## src/rtl/qenc_pkg.sv

```systemverilog
// Shared definitions for the quadrature encoder counter.
//   - resolution mode encodings (i_mode)
//   - direction constants (o_dir)
//   - qenc_decode(): classifies a {A,B} state change as valid/illegal
//     and gives its direction
// Optional feature macro used elsewhere: QENC_SATURATE_EN.
package qenc_pkg;

  localparam logic [1:0] QENC_MODE_X1 = 2'b00;
  localparam logic [1:0] QENC_MODE_X2 = 2'b01;
  localparam logic [1:0] QENC_MODE_X4 = 2'b10;

  typedef enum logic {
    QENC_DIR_CCW = 1'b0,
    QENC_DIR_CW  = 1'b1
  } qenc_dir_e;

  typedef struct packed {
    logic      valid;
    logic      illegal;
    qenc_dir_e dir;
  } qenc_trans_t;

  // CW order is 00 -> 01 -> 11 -> 10 -> 00. A single-bit change is a valid
  // step in one direction; a two-bit change cannot be resolved and is illegal.
  function automatic qenc_trans_t qenc_decode(input logic [1:0] prev,
                                              input logic [1:0] s);
    qenc_trans_t t;
    t.valid   = 1'b0;
    t.illegal = 1'b0;
    t.dir     = QENC_DIR_CCW;
    case ({prev, s})
      4'b00_01, 4'b01_11, 4'b11_10, 4'b10_00: begin
        t.valid = 1'b1;
        t.dir   = QENC_DIR_CW;
      end
      4'b00_10, 4'b10_11, 4'b11_01, 4'b01_00: begin
        t.valid = 1'b1;
        t.dir   = QENC_DIR_CCW;
      end
      4'b00_11, 4'b11_00, 4'b01_10, 4'b10_01: begin
        t.illegal = 1'b1;
      end
      default: begin
      end
    endcase
    return t;
  endfunction

endpackage

```

## src/rtl/qenc_channel.sv

```systemverilog
// One quadrature decoder channel.
// Ports:
//   clk, rst           system clock, async active-high reset
//   phase_a, phase_b   pre-synchronised encoder phases
//   mode               resolution select (x1/x2/x4, 11 behaves as x4)
//   clear              synchronous clear of position and error count
//   pos                signed position counter
//   err_cnt            saturating illegal-transition counter
//   step               one-cycle pulse per counted step
//   dir                direction of the last counted step (1 = CW)
// Macro QENC_SATURATE_EN: when defined the position saturates at the signed
// limits instead of wrapping.
module qenc_channel
  import qenc_pkg::*;
#(
  parameter int p_CNT_WIDTH = 8,
  parameter int p_ERR_WIDTH = 4
) (
  input  logic                   clk,
  input  logic                   rst,
  input  logic                   phase_a,
  input  logic                   phase_b,
  input  logic [1:0]             mode,
  input  logic                   clear,
  output logic [p_CNT_WIDTH-1:0] pos,
  output logic [p_ERR_WIDTH-1:0] err_cnt,
  output logic                   step,
  output logic                   dir
);

  localparam logic [p_CNT_WIDTH-1:0] POS_ONE = {{(p_CNT_WIDTH-1){1'b0}}, 1'b1};
`ifdef QENC_SATURATE_EN
  localparam logic [p_CNT_WIDTH-1:0] POS_MAX = {1'b0, {(p_CNT_WIDTH-1){1'b1}}};
  localparam logic [p_CNT_WIDTH-1:0] POS_MIN = {1'b1, {(p_CNT_WIDTH-1){1'b0}}};
`endif
  localparam logic [p_ERR_WIDTH-1:0] ERR_MAX = '1;

  logic [1:0]             cur;
  logic [1:0]             prev;
  logic                   primed;
  qenc_trans_t            trans;
  logic                   qualified;
  logic [p_CNT_WIDTH-1:0] pos_next;

  assign cur = {phase_a, phase_b};

  // Classify the transition and decide whether the current resolution
  // turns it into a counted step.
  always_comb begin
    trans     = qenc_decode(prev, cur);
    qualified = 1'b0;
    case (mode)
      QENC_MODE_X1: qualified = trans.valid && (cur == 2'b00);
      QENC_MODE_X2: qualified = trans.valid && (prev[1] != cur[1]);
      default:      qualified = trans.valid;
    endcase
  end

  // Candidate position after a counted step.
  always_comb begin
    pos_next = (trans.dir == QENC_DIR_CW) ? pos + POS_ONE : pos - POS_ONE;
`ifdef QENC_SATURATE_EN
    if ((trans.dir == QENC_DIR_CW) && (pos == POS_MAX)) begin
      pos_next = pos;
    end else if ((trans.dir == QENC_DIR_CCW) && (pos == POS_MIN)) begin
      pos_next = pos;
    end
`endif
  end

  // The first edge after reset only loads prev, so a non-00 resting state
  // is not mistaken for movement. Clear wins over any event but prev keeps
  // tracking the inputs so the next step is decoded correctly.
  always_ff @(posedge clk or posedge rst) begin
    if (rst) begin
      prev    <= 2'b00;
      primed  <= 1'b0;
      pos     <= '0;
      err_cnt <= '0;
      step    <= 1'b0;
      dir     <= 1'b0;
    end else begin
      prev   <= cur;
      primed <= 1'b1;
      step   <= 1'b0;
      if (clear) begin
        pos     <= '0;
        err_cnt <= '0;
      end else if (primed) begin
        if (trans.illegal) begin
          if (err_cnt != ERR_MAX) begin
            err_cnt <= err_cnt + 1'b1;
          end
        end else if (qualified) begin
          pos  <= pos_next;
          dir  <= trans.dir;
          step <= 1'b1;
        end
      end
    end
  end

endmodule

```

## src/rtl/quad_encoder_counter.sv

```systemverilog
// Multi-channel quadrature decoder: p_CHANNELS independent qenc_channel
// instances with their outputs packed, channel 0 in the LSBs.
// Ports:
//   CLK, RST     system clock, async active-high reset
//   i_phase_a/b  per-channel phases, already synchronised to CLK
//   i_mode       00 x1, 01 x2, 10/11 x4
//   i_clear      per-channel synchronous clear
//   o_pos        packed signed positions (p_CNT_WIDTH each)
//   o_err_cnt    packed illegal-transition counts (p_ERR_WIDTH each)
//   o_step       per-channel one-cycle step pulse
//   o_dir        per-channel last step direction, 1 = CW
// Macro QENC_SATURATE_EN: position counters saturate instead of wrapping.
module quad_encoder_counter
  import qenc_pkg::*;
#(
  parameter int p_CHANNELS  = 2,
  parameter int p_CNT_WIDTH = 8,
  parameter int p_ERR_WIDTH = 4
) (
  input  logic                              CLK,
  input  logic                              RST,
  input  logic [p_CHANNELS-1:0]             i_phase_a,
  input  logic [p_CHANNELS-1:0]             i_phase_b,
  input  logic [1:0]                        i_mode,
  input  logic [p_CHANNELS-1:0]             i_clear,
  output logic [p_CHANNELS*p_CNT_WIDTH-1:0] o_pos,
  output logic [p_CHANNELS*p_ERR_WIDTH-1:0] o_err_cnt,
  output logic [p_CHANNELS-1:0]             o_step,
  output logic [p_CHANNELS-1:0]             o_dir
);

  for (genvar k = 0; k < p_CHANNELS; k++) begin : g_chan
    qenc_channel #(
      .p_CNT_WIDTH(p_CNT_WIDTH),
      .p_ERR_WIDTH(p_ERR_WIDTH)
    ) u_chan (
      .clk     (CLK),
      .rst     (RST),
      .phase_a (i_phase_a[k]),
      .phase_b (i_phase_b[k]),
      .mode    (i_mode),
      .clear   (i_clear[k]),
      .pos     (o_pos[k*p_CNT_WIDTH +: p_CNT_WIDTH]),
      .err_cnt (o_err_cnt[k*p_ERR_WIDTH +: p_ERR_WIDTH]),
      .step    (o_step[k]),
      .dir     (o_dir[k])
    );
  end

endmodule

```

## config.mk

```make
export PLATFORM = sky130hd
export DESIGN_NAME = quad_encoder_counter
export DESIGN_NICKNAME = d
export VERILOG_FILES = /design/src/rtl/qenc_pkg.sv /design/src/rtl/qenc_channel.sv /design/src/rtl/quad_encoder_counter.sv
export SDC_FILE = /design/constraint.sdc
export NUM_CORES = 1
export LEC_CHECK = 0
export BUFFER_PORTS_ARGS = -buffer_cell sky130_fd_sc_hd__buf_4
export CORE_UTILIZATION = 55
export DETAILED_ROUTE_END_ITERATION = 6
export PLACE_DENSITY_LB_ADDON = 0.05
export SLEW_MARGIN = 25
export SYNTH_ARGS = -nofsm -noshare
export SYNTH_HDL_FRONTEND = slang
export SYNTH_SLANG_ARGS = --single-unit
```

## constraint.sdc

```tcl
create_clock -name CLK -period 3.5 [get_ports CLK]
set_clock_uncertainty 0.1 [all_clocks]
set_input_delay 0.35 -clock CLK [delete_from_list [all_inputs] [get_ports CLK]]
set_output_delay 0.35 -clock CLK [all_outputs]
set_load 0.02 [all_outputs]
```

---- After elaboration in Yosys (flattened, before gate mapping) ----
Cells that the tools add are included.
operators by class
  add/sub/neg operators ................... 6
  eq/ne operators ......................... 31
  muxes and demuxes ....................... 34
  bitwise logic cells ..................... 4
  reductions and logical operators ........ 27
operator list
  cell                                                 number
  2-to-1 mux 8 bit                                     10
  equality test 4 bit, second input constant           12
  2-to-1 mux 4 bit                                     8
  equality test 4 x 3 -> 1 bit, second input constant  6
  adder 8 x 1 -> 8 bit, second input constant          2
  equality test 4 x 2 -> 1 bit, second input constant  4
  nonzero test 2 bit                                   8
  OR reduction 4 bit                                   4
  OR reduction 8 bit                                   2
  subtractor 8 x 1 -> 8 bit, second input constant     2
  2-to-1 mux 1 bit                                     14
  AND reduction 3 bit                                  4
  adder 4 x 1 -> 4 bit, second input constant          2
  equality test 4 x 1 -> 1 bit, second input constant  2
  inequality test 4 bit, second input constant         2
  AND reduction 4 bit                                  2
  logical NOT 2 bit                                    3
  logical AND 1 bit                                    4
  inequality test 2 bit, second input constant         2
  NOT 1 bit                                            4
  case mux 1 bit (2 select lines)                      2
  equality test 2 x 1 -> 1 bit, second input constant  1
  inequality test 1 bit                                2
storage, ports and cells
  register bits ........................... 33
  input bits .............................. 10
  output and inout bits ................... 28
  word-level logic and storage cells ...... 113

---- Depth between registers and ports, before layout ----
  word-level depth ........................ 9
  depth in mapped cells ................... 10
  gate-level depth less buffers ........... 9

---- Cells and area by module ----
A second synthesis with hierarchy kept.
second synthesis, totals
  cell total of the unflattened synthesis .. 240
  area total of the unflattened synthesis .. 2,249.7 um^2
modules (own cells, without submodules)
  module        times used  cells each  area an instance (um^2)  sequential area each (um^2)
  qenc_channel  2           120         1,124.8                  425.4

---- Least setup slack after synthesis ----
Ideal clock, no wire load.
  path type ............................... reg-to-reg
  start ................................... register g_chan[1].u_chan.prev[0]
  end ..................................... register g_chan[1].u_chan.pos[7]
  library setup time ...................... 128 ps
  arrival ................................. 2,451 ps
  data required time ...................... 3,272 ps
  slack ................................... 821 ps
  stages on the path, launching flop included .. 11
  path buffers ............................ 1
  period minus slack after synthesis ...... 2,679 ps
  cell sequence ........................... dfrtp_1 buf_4 xor2_1 nor2_1 inv_1 ha_1 a21oi_1 a211oi_1 or3_1 a211oi_2 mux2_1
between the ends
  longest elaborated chain between the ends .. 8
  elaborated cells on any way between the ends .. 29
  classes of those cells .................. eq/ne (13); mux (9); reduce/logical (7)
ends and longest elaborated chain
  element                                                     RTL line            RTL
  start, declared                                             qenc_channel.sv:39  logic [1:0] prev;
  start signal, assigned                                      qenc_channel.sv:83  prev <= cur;
  equality test 4 x 1 -> 1 bit, or another cell as far along  qenc_pkg.sv:32      case ({prev, s})
  OR reduction 4 bit                                          -
  2-to-1 mux 1 bit                                            qenc_pkg.sv:32
  2-to-1 mux 8 bit                                            qenc_channel.sv:61  pos_next = (trans.dir == QENC_DIR_CW) ? pos + POS_ONE : pos - POS_ONE;
  2-to-1 mux 8 bit                                            qenc_channel.sv:94  end else if (qualified) begin
  2-to-1 mux 8 bit                                            qenc_channel.sv:90  if (trans.illegal) begin
  2-to-1 mux 8 bit                                            qenc_channel.sv:89  end else if (primed) begin
  2-to-1 mux 8 bit                                            qenc_channel.sv:86  if (clear) begin
  end signal, assigned                                        qenc_channel.sv:95  pos <= pos_next;
  end, declared                                               qenc_channel.sv:25  output logic [p_CNT_WIDTH-1:0] pos,
Several ways; a longest one is shown, not always the timed one. The select of a mux whose other input is x is not followed.
A chain may end at the register's enable or synchronous reset.

---- Worst setup path in the final report ----
Same ends and word-level chain as after synthesis.

==> key figures <==
Logic synthesis
  • Register area share after synthesis: 0.381
  • Prevailing post-synth register cell: dfrtp_1
  • Synthesized area: 2170 um^2
  • Async SR Flop Fraction: 1.00
  • Avg Inst Size Synth: 9.42 um^2
  • FF+latch count, synth: 33
  • Synth Instances: 230
  • Yosys cell types: 48
  • Post-synth EDFFs: 0
  • Synth warn: 0
  • Syn_nets: 256

Clocking
  • CTS resizes: 0
  • Clock buffer depth: 2
  • Hold_buf cts: 0
  • CTS tree: yes
  • Clock Root Buffer: clkbuf_8
  • Clock network latency to the later pin of the worst-skew pair: 280 ps
  • Total CTS buffers: 5
  • Htree depth: 2
  • Post-CTS Setup Bufs: 0
  • Clk sinks: 33
  • Clock slew at reported path FFs: 70 ps

Timing
  • Unrepaired setup endpoints after global routing: false
  • Minimum clock period: 2870 ps
  • Final hold vios: 0
  • Fin crit share: 0.819
  • Hold Worst Slack: 51.3 ps
  • Final setup TNS: 0 ps
  • Final setup viols: 0
  • Slew Viols, Final: 0
  • Peak Freq: 349 MHz

GRT
  • Overflow after GRT: 0
  • Largest net degree at the start of global routing: 34
  • First-pass GRT wire length: 7220 um
  • All-Layer GR Usage: 0.224
  • Initial antenna violation count: 0
  • Number of global-route vias before repair: 1607

Final layout
  • Area of the multi-input gates: 1240 um^2
  • FF+latch area: 826 um^2
  • Layout area overhead: 18.3%
  • Antenna Diode Count: 0
  • Commonest cells after routing, fill and taps aside: 39 x buf_4, 33 x dfrtp_1, 25 x nor2_1, 21 x a21oi_1, 14 x ha_1
  • Layout cell share with drive strength beyond 1: 0.202
  • Nets: 292
  • Fill cell count: 317
  • Leading cell type in the layout, fill and taps excluded: buf_4

Drt
  • Initial DRC count: 126
  • Vias post-DR: 1758
  • Routed WL: 4220 um
  • ANT nets after route: 0
  • WL/cell: 13.4 um
  • Via-to-Cell Ratio: 5.58
  • TritonRoute pass-1 iters: 4
  • Detailed-route DRC error count: 0

Flow run
  • Number of max-cap violations: 0

Die
  • Die height: 64.8 um
  • Core region area: 3720 um^2
  • Top Ports: 38
  • Cell row count: 22
  • Die area: 4200 um^2
  • Die width: 64.8 um
  • Initial core utilization: 0.583

Critical path
  • Reg2reg end: g_chan[1].u_chan.pos[7]
  • R2R setup slack: 630 ps
  • CP Data Required Time: 3570 ps
  • Worst Setup End Kind: flip-flop
  • CP Launch Type: flip-flop
  • CP Class: reg2reg
  • Worst R2R Path Depth: 9
  • Max Fanout on Critical Path: 8
  • RR Startpoint: g_chan[1].u_chan.prev[0]
  • Worst EP arrival: 2940 ps

Power and ir drop
  • Clock network power share: 0.268
  • Cell Pwr Density: 468 nW/um^2
  • Int Pwr: 0.783 mW
  • Total power: 1.20 mW
  • Sw frac: 0.348
  • Sequential share of power: 0.377
  • Combinational share of power: 0.355
  • Switch Pwr: 0.418 mW
  • Maximum vdd ir drop: 0.290 mV
  • P_leak: 1.25 nW

Place
  • Hpwl dp: 3000 um
  • GPL Wtd Cong: 0.843
  • PortBufs: 37

Hold path
  • Hold crit path type: in2async

Status
  • Status: finished clean
## cell families (layout without fill, tap and decap cells)
logic type                 after synthesis  after routing  share of synthesized area
and+or+nand+nor                         72             72                      0.170
AOI/OAI and AO/OA                       58             58                      0.178
DFF                                     33             33                      0.381
buffers and inverters                   21             58                     0.0456
xor gates and xnor gates                18             18                     0.0727
adders and majority gates               16             16                     0.0993
muxes                                   11             11                     0.0514
other                                    1              1                    0.00173
## cell type report
type                       instances  area share
multi-input combinational        176       0.485
sequential                        33       0.322
timing repair buffer              39       0.114
clock buffer                       7      0.0376
tap                               48      0.0234
inverter                          11      0.0161
clock inverter                     1     0.00195
## sequential cells by signal (all words and copies together) (netlist names)
| signal | cells |
|---|---|
| g_chan.u_chan.err_cnt | 8 |
| g_chan.u_chan.pos | 16 |
| g_chan.u_chan.step | 2 |
| g_chan.u_chan.dir | 2 |
| g_chan.u_chan.primed | 1 |
| g_chan.u_chan.prev | 4 |
## synth_stat cells, types with 2 or more instances
cell type | instances | share of area
o21ai_1 | 7 | 0.016
or3_1 | 5 | 0.014
buf_4 | 5 | 0.017
dfrtp_1 | 33 | 0.38
nand4b_1 | 2 | 0.0081
nor2_1 | 25 | 0.043
nand2b_1 | 3 | 0.0087
mux2i_1 | 10 | 0.046
o211ai_1 | 2 | 0.0069
a21oi_1 | 21 | 0.048
xor2_1 | 11 | 0.044
a211oi_1 | 3 | 0.010
fa_1 | 2 | 0.018
clkbuf_1 | 4 | 0.0069
o31ai_1 | 3 | 0.010
nor2b_1 | 4 | 0.012
ha_1 | 14 | 0.081
or2_2 | 2 | 0.0058
a21o_1 | 2 | 0.0069
inv_1 | 11 | 0.019
nand2_1 | 9 | 0.016
nand3_1 | 13 | 0.030
xnor2_1 | 7 | 0.028
o21ai_0 | 8 | 0.018
## power groups by stage
stage | clock [mW] | sequential [mW] | combinational (mW)
finish | 0.322 | 0.453 | 0.426
global route | 0.341 | 0.459 | 0.478
CTS | 0.328 | 0.453 | 0.426
detailed placement | 0 | 0.460 | 0.425
global placement | 0 | 0.459 | 0.419
floorplan | 0 | 0.481 | 0.294
## layer usage
metal	wire, um	up-vias	share of wire	global-route usage
met2	1870	30	0.44	0.346
met4	52	0	0.012	0.0667
met3	125	5	0.030	0.0528
met5	0	-	0	0
li1	-	889	-	-
met1	2170	834	0.52	0.309
## critical path: stages (launching register included)
cell and delay (ps):
dfrtp_1 440, xor2_1 180, nor2_1 190, inv_1 190, ha_1 370, a21oi_1 220
a211oi_1 120, or3_1 370, a211oi_2 230, mux2_1 340
## per-stage QoR
| stage | cell area, um^2 | cells | setup slack (ps) | utilization |
|---|---|---|---|---|
| final | 2560 | 315 | 632 | 0.690 |
| after global routing | 2560 | 315 | 397 | 0.690 |
| after CTS | 2560 | 315 | 623 | 0.690 |
| after detailed placement | 2460 | 307 | 613 | 0.663 |
| after global placement | 2460 | 307 | 691 | 0.663 |
| after floorplan | 2170 | 230 | 821 | - |
## worst max-delay path by stage
stage | startpoint | to | slack, ps | cells past startpoint
6_report | g_chan[1].u_chan.prev[0] | g_chan[1].u_chan.pos[7] | 630 | 9
5_1_grt | g_chan[1].u_chan.prev[0] | g_chan[1].u_chan.pos[7] | 400 | 9
4_1_cts | g_chan[1].u_chan.prev[0] | g_chan[1].u_chan.pos[7] | 620 | 9
3_5_place_dp | i_phase_a[1] | g_chan[1].u_chan.pos[7] | 610 | 10
3_3_place_gp | i_phase_a[1] | g_chan[1].u_chan.pos[7] | 690 | 10
2_1_floorplan | g_chan[1].u_chan.prev[0] | g_chan[1].u_chan.pos[7] | 820 | 10
No activity file was read; power rests on OpenSTA's default activity.
